## config.mk

```make
export PLATFORM = sky130hd
export DESIGN_NAME = pixel_stream_ctrl
export DESIGN_NICKNAME = d
export VERILOG_FILES = /design/src/rtl/pixel_stream_ctrl.sv
export SDC_FILE = /design/constraint.sdc
export NUM_CORES = 1
export LEC_CHECK = 0
export ABC_AREA = 1
export BUFFER_PORTS_ARGS = -buffer_cell sky130_fd_sc_hd__buf_4
export CORE_ASPECT_RATIO = 0.6
export CORE_MARGIN = 2
export CORE_UTILIZATION = 35
export CTS_BUF_LIST = sky130_fd_sc_hd__clkbuf_16
export DETAILED_ROUTE_END_ITERATION = 10
export HOLD_SLACK_MARGIN = 0.12
export SLEW_MARGIN = 15
export SYNTH_ARGS = -nofsm -noshare
export SYNTH_HDL_FRONTEND = slang
export SYNTH_SLANG_ARGS = --single-unit
```

## constraint.sdc

```tcl
create_clock -name clk -period 3.8 [get_ports clk]
set_clock_uncertainty 0.1 [all_clocks]
set_input_delay 0.57 -clock clk [delete_from_list [all_inputs] [get_ports clk]]
set_output_delay 0.57 -clock clk [all_outputs]
set_load 0.005 [all_outputs]
```

## src/rtl/pixel_stream_ctrl.sv

```systemverilog
// Frame sequencer: walks a pixel memory in raster order and streams pixels over valid/ready.
// Define PIXEL_STREAM_CTRL_ZERO_PAD_EN to emit a zero border of PAD pixels around the image.
module pixel_stream_ctrl #(
  parameter int IMG_W      = 32,
  parameter int IMG_H      = 32,
  parameter int PIXELWIDTH = 8,
  parameter int ADDRWIDTH  = 10,
  parameter int PAD        = 2
) (
  input  logic                  clk,
  input  logic                  rst,
  input  logic                  start,
  output logic                  mem_rd,
  output logic [ADDRWIDTH-1:0]  mem_addr,
  input  logic [PIXELWIDTH-1:0] mem_data,
  output logic [PIXELWIDTH-1:0] pix_out,
  output logic                  pix_valid,
  input  logic                  pix_ready,
  output logic                  sof,
  output logic                  eol,
  output logic                  eof,
  output logic                  busy,
  output logic                  done,
  output logic [1:0]            dbg_state
);

  typedef enum logic [1:0] {S_IDLE = 2'd0, S_RUN = 2'd1, S_FLUSH = 2'd2} state_t;

`ifdef PIXEL_STREAM_CTRL_ZERO_PAD_EN
  localparam int OW = IMG_W + 2 * PAD;
  localparam int OH = IMG_H + 2 * PAD;
`else
  // PAD has no effect on the frame without padding.
  localparam int OW = IMG_W + 0 * PAD;
  localparam int OH = IMG_H + 0 * PAD;
`endif
  localparam int CW = $clog2(OW + 1);
  localparam int RW = $clog2(OH + 1);
  localparam logic [CW-1:0] LAST_COL = CW'(OW - 1);
  localparam logic [RW-1:0] LAST_ROW = RW'(OH - 1);
  localparam logic [ADDRWIDTH-1:0] IMG_W_A = ADDRWIDTH'(IMG_W);

  state_t                state_q, state_d;
  logic [CW-1:0]         f_col_q, f_col_d, o_col_q, o_col_d;
  logic [RW-1:0]         f_row_q, f_row_d, o_row_q, o_row_d;
  logic                  ret_q;
  logic [PIXELWIDTH-1:0] buf_q [2];
  logic                  rd_ptr_q, wr_ptr_q;
  logic [1:0]            cnt_q;
  logic                  done_q;
  logic                  issue, pop, push, f_last, o_eol, o_eof;
  logic [2:0]            occ;
  logic [PIXELWIDTH-1:0] push_data;

  always_ff @(posedge clk or posedge rst) begin
    if (rst) state_q <= S_IDLE;
    else     state_q <= state_d;
  end

  always_comb begin
    state_d = state_q;
    case (state_q)
      S_IDLE:  if (start) state_d = S_RUN;
      S_RUN:   if (issue && f_last) state_d = S_FLUSH;
      S_FLUSH: if (pop && o_eof) state_d = S_IDLE;
      default: state_d = S_IDLE;
    endcase
  end

`ifdef PIXEL_STREAM_CTRL_ZERO_PAD_EN
  localparam logic [CW-1:0] PAD_C = CW'(PAD);
  localparam logic [RW-1:0] PAD_R = RW'(PAD);
  localparam logic [CW-1:0] END_C = CW'(PAD + IMG_W);
  localparam logic [RW-1:0] END_R = RW'(PAD + IMG_H);
  localparam logic [ADDRWIDTH-1:0] PAD_A = ADDRWIDTH'(PAD);
  logic border, pad_ret_q;
`endif

  always_comb begin
    pix_valid = (cnt_q != 2'd0);
    pop       = pix_valid && pix_ready;
    occ       = {1'b0, cnt_q} + {2'b00, ret_q};
    // Credit: never let buffered plus returning entries exceed the two slots.
    issue     = (state_q == S_RUN) && ((occ - {2'b00, pop}) < 3'd2);
    busy      = (state_q != S_IDLE);
    done      = done_q;
    dbg_state = state_q;
    f_last    = (f_col_q == LAST_COL) && (f_row_q == LAST_ROW);
    o_eol     = (o_col_q == LAST_COL);
    o_eof     = o_eol && (o_row_q == LAST_ROW);
    sof       = pix_valid && (o_col_q == '0) && (o_row_q == '0);
    eol       = pix_valid && o_eol;
    eof       = pix_valid && o_eof;
    pix_out   = pix_valid ? buf_q[rd_ptr_q] : '0;
    push      = ret_q;
`ifdef PIXEL_STREAM_CTRL_ZERO_PAD_EN
    border    = (f_row_q < PAD_R) || (f_row_q >= END_R) || (f_col_q < PAD_C) || (f_col_q >= END_C);
    mem_rd    = issue && !border;
    mem_addr  = mem_rd ? (ADDRWIDTH'(f_row_q) - PAD_A) * IMG_W_A + ADDRWIDTH'(f_col_q) - PAD_A : '0;
    push_data = pad_ret_q ? '0 : mem_data;
`else
    mem_rd    = issue;
    mem_addr  = ADDRWIDTH'(f_row_q) * IMG_W_A + ADDRWIDTH'(f_col_q);
    push_data = mem_data;
`endif
  end

  always_comb begin
    f_col_d = f_col_q;
    f_row_d = f_row_q;
    o_col_d = o_col_q;
    o_row_d = o_row_q;
    if (state_q == S_IDLE && start) begin
      f_col_d = '0;
      f_row_d = '0;
      o_col_d = '0;
      o_row_d = '0;
    end else begin
      if (issue) begin
        if (f_col_q == LAST_COL) begin
          f_col_d = '0;
          f_row_d = (f_row_q == LAST_ROW) ? '0 : f_row_q + 1'b1;
        end else begin
          f_col_d = f_col_q + 1'b1;
        end
      end
      if (pop) begin
        if (o_eol) begin
          o_col_d = '0;
          o_row_d = o_eof ? '0 : o_row_q + 1'b1;
        end else begin
          o_col_d = o_col_q + 1'b1;
        end
      end
    end
  end

  always_ff @(posedge clk or posedge rst) begin
    if (rst) begin
      f_col_q  <= '0;
      f_row_q  <= '0;
      o_col_q  <= '0;
      o_row_q  <= '0;
      ret_q    <= 1'b0;
      buf_q[0] <= '0;
      buf_q[1] <= '0;
      rd_ptr_q <= 1'b0;
      wr_ptr_q <= 1'b0;
      cnt_q    <= 2'd0;
      done_q   <= 1'b0;
    end else begin
      f_col_q <= f_col_d;
      f_row_q <= f_row_d;
      o_col_q <= o_col_d;
      o_row_q <= o_row_d;
      // Border pixels ride the same one-cycle return stage so output order matches fetch order.
      ret_q   <= issue;
      done_q  <= (state_q == S_FLUSH) && pop && o_eof;
      if (push) begin
        buf_q[wr_ptr_q] <= push_data;
        wr_ptr_q        <= ~wr_ptr_q;
      end
      if (pop) rd_ptr_q <= ~rd_ptr_q;
      cnt_q <= cnt_q + {1'b0, push} - {1'b0, pop};
    end
  end

`ifdef PIXEL_STREAM_CTRL_ZERO_PAD_EN
  always_ff @(posedge clk or posedge rst) begin
    if (rst) pad_ret_q <= 1'b0;
    else     pad_ret_q <= issue && border;
  end
`endif

endmodule
```

==> results.json <==
{
  "outcome": "completed",
  "p_leak_uw": 0.00164,
  "fin_crit_sh_pct": 81.0,
  "clock_sinks": 48,
  "cp_slowest_cell": "fa_1",
  "ctsHoldBuffers": 0,
  "grt_max_degree": 49,
  "relSlewSlack_pct": 32.5,
  "die-width_um": 118,
  "syn_area_per_cell_um2": 8.05,
  "rr_worst_depth": 12,
  "routed_wl_um": 5730,
  "synth.top_cell.area_share_pct": 44.1,
  "cts_buffers": 5,
  "cp.required_ps": 3130,
  "cpMostUsedCell": "nand2_1",
  "post-route-min-period_ps": 3080,
  "cts_tree": "built",
  "crit_start": "cnt_q[1]",
  "rsz0062_at_grt": "no",
  "worstSetupEndpointType": "output port",
  "powerDensity_mw_per_mm2": 708,
  "cp_data_arrival_time_ps": 2410,
  "dpl.cell_count": 467,
  "hold_class": "reg -> reg",
  "worst_pin_slew_ps": 1010,
  "yosysMostFrequentCell": "nand2_1",
  "synth_edf_count": 0,
  "core_mm2": 0.00739,
  "r2r_end": "f_col_q[2]",
  "cts.path.max_buffers": 2,
  "root_buffer": "clkbuf_16",
  "setup_tns_ps": 0,
  "die_area_mm2": 0.00852,
  "num_io_pins": 39,
  "ys_seq_area_share_pct": 44.1,
  "critical_path_class": "reg -> out",
  "finalMaxSlewViolations": 0,
  "drt-initial-drc-count": 102,
  "drive_gt1_share_pct": 18.1,
  "hold_viol": 0,
  "fp.dieH_um": 72.3,
  "crit_path_start_kind": "register",
  "hp-start": "dbg_state[0]",
  "drt_first_pass_iters": 4,
  "ys_seq_elements": 48,
  "whs_ps": 379,
  "grt_remaining_overflow": 0,
  "viasPerCell": 4.66,
  "finalPower_uw": 2250,
  "synthArstFlopShare_pct": 100,
  "clkLatencyLatePin_ps": 290,
  "slowest_delay_ps": 450,
  "grt.total_usage_pct": 14.9,
  "numPortBuffers": 38,
  "reg2reg_slack_ps": 1220,
  "worstHoldEndpoint": "done",
  "postCtsSetupRepairBufs": 0,
  "clock.fmax_mhz": 325,
  "drt-wirelength-per-cell_um": 12.1,
  "route.detailed.drc": 0,
  "clk_pin_slew_worst_paths_ps": 60,
  "antenna_cells": 0,
  "area_delta_synth_final_pct": 16.7,
  "peakVddDrop_mv": 0.241,
  "fin_cells": 474,
  "yosysWarnings": 0,
  "synth.distinct_cells": 33,
  "gp_congestion": 0.868,
  "grt_pass1_wl_um": 10000,
  "cp_cell_sequence": "nor2_1 -> nor2_1 -> nand2_1 -> nand2_1 -> ha_1 -> fa_1 -> inv_1 -> nand2_1 -> nor2_4 -> buf_4",
  "num_vias": 2209,
  "antenna_left": 0,
  "syn_inst": 338,
  "grt_pass1_vias": 2154,
  "setup_slack_ps": 723,
  "synthTopCellsByArea": "dfrtp_1 (44%), nand2_1 (14%), inv_1 (4.8%)",
  "reg2reg_from": "cnt_q[1]",
  "maxCapViolations": 0,
  "synthesis.nets": 360,
  "dpl.hpwl_um": 4190,
  "worst_hold_path.num_cells": 1,
  "fin_nets": 392,
  "cts_max_level": 2,
  "cp_max_fo": 8,
  "cts_resized": 0,
  "synth_top_area_cell": "dfrtp_1",
  "finalSetupViolCount": 0,
  "num_rows": 24,
  "pre_cts_slack_ps": 822,
  "synth_area_mm2": 0.00272,
  "synth_ff_type": "dfrtp_1",
  "synthTopCellsByCount": "nand2_1 (98), dfrtp_1 (48), inv_1 (35)",
  "initial_utilization_pct": 36.8,
  "antenna_found_initial": 0
}
-- layer usage --
metal	GRT usage (%)	vias up	routed length [µm]
met3	3.14	8	161
li1	-	1136	-
met4	5.22	0	82
met1	21.1	1043	3010
met5	0	-	0
met2	22.9	22	2470
-- sequential cells by signal, indices dropped and copies added, names as in the netlist --
name and count:
buf_q 16, cnt_q 2, dbg_state 2, done 1, f_col_q 6, f_row_q 6, o_col_q 6, o_row_q 6
push 1, rd_ptr_q 1, wr_ptr_q 1
-- metrics by stage --
stage	area (µm²)	util (%)
6_report	3180	43.0
5_1_grt	3180	43.0
3_3_place_gp	3040	41.2
3_5_place_dp	3040	41.2
2_1_floorplan	2720	-
4_1_cts	3180	43.0
-- power breakdown --
| part | internal, µW | switching, µW | total [µW] |
|---|---|---|---|
| logic | 407 | 555 | 962 |
| clock network | 236 | 180 | 416 |
| registers | 706 | 163 | 869 |
| total | 1350 | 899 | 2250 |
-- critical path: cells and delay by family (launching register included) --
family | cells | cell delay (ps)
buf+inv | 2 | 220
simple gates | 6 | 850
flops | 1 | 440
fa+ha+maj | 2 | 600
-- placed cells by master, fill, tap and decap left out, drive strengths merged --
master,count
nor4,2
buf,39
clkbuf,5
inv,42
nor3b,1
nand4,8
o22ai,1
o31ai,1
a21oi,11
nand2,103
dfrtp,48
nand3,27
nor2,23
nand3b,1
xor2,11
xnor2,2
o21ai,25
nor3,5
ha,9
o211ai,1
or2,1
clkinv,3
fa,1
-- logic make-up after synthesis --
logic type | after synthesis | share of synthesized area [%]
flip-flops | 48 | 44.1
XOR/XNOR | 13 | 4.18
adder cells (fa/ha/maj) | 10 | 4.87
AND/OR/NAND/NOR | 171 | 29.3
AO/OA/AOI/OAI | 39 | 7.77
buffers and inverters | 57 | 9.75
-- layout make-up --
| class | count | area, µm² |
|---|---|---|
| fillers | 770 | 4210 |
| multi-input cells | 233 | 1250 |
| flip-flops and latches | 48 | 1200 |
| repair buffers | 39 | 293 |
| inverters | 43 | 164 |
| well taps | 104 | 130 |
| clock buffers | 5 | 125 |
| clock inverters | 2 | 7.51 |
-- how the worst max path moves through the flow --
| stage | end | slack, ps |
|---|---|---|
| 5_1_grt | mem_rd | 530 |
| 6_report | mem_rd | 720 |
| 3_5_place_dp | mem_rd | 820 |
| 2_1_floorplan | mem_rd | 1300 |
| 3_3_place_gp | mem_rd | 880 |
| 4_1_cts | mem_rd | 690 |
No activity file was read; power rests on OpenSTA's default activity.
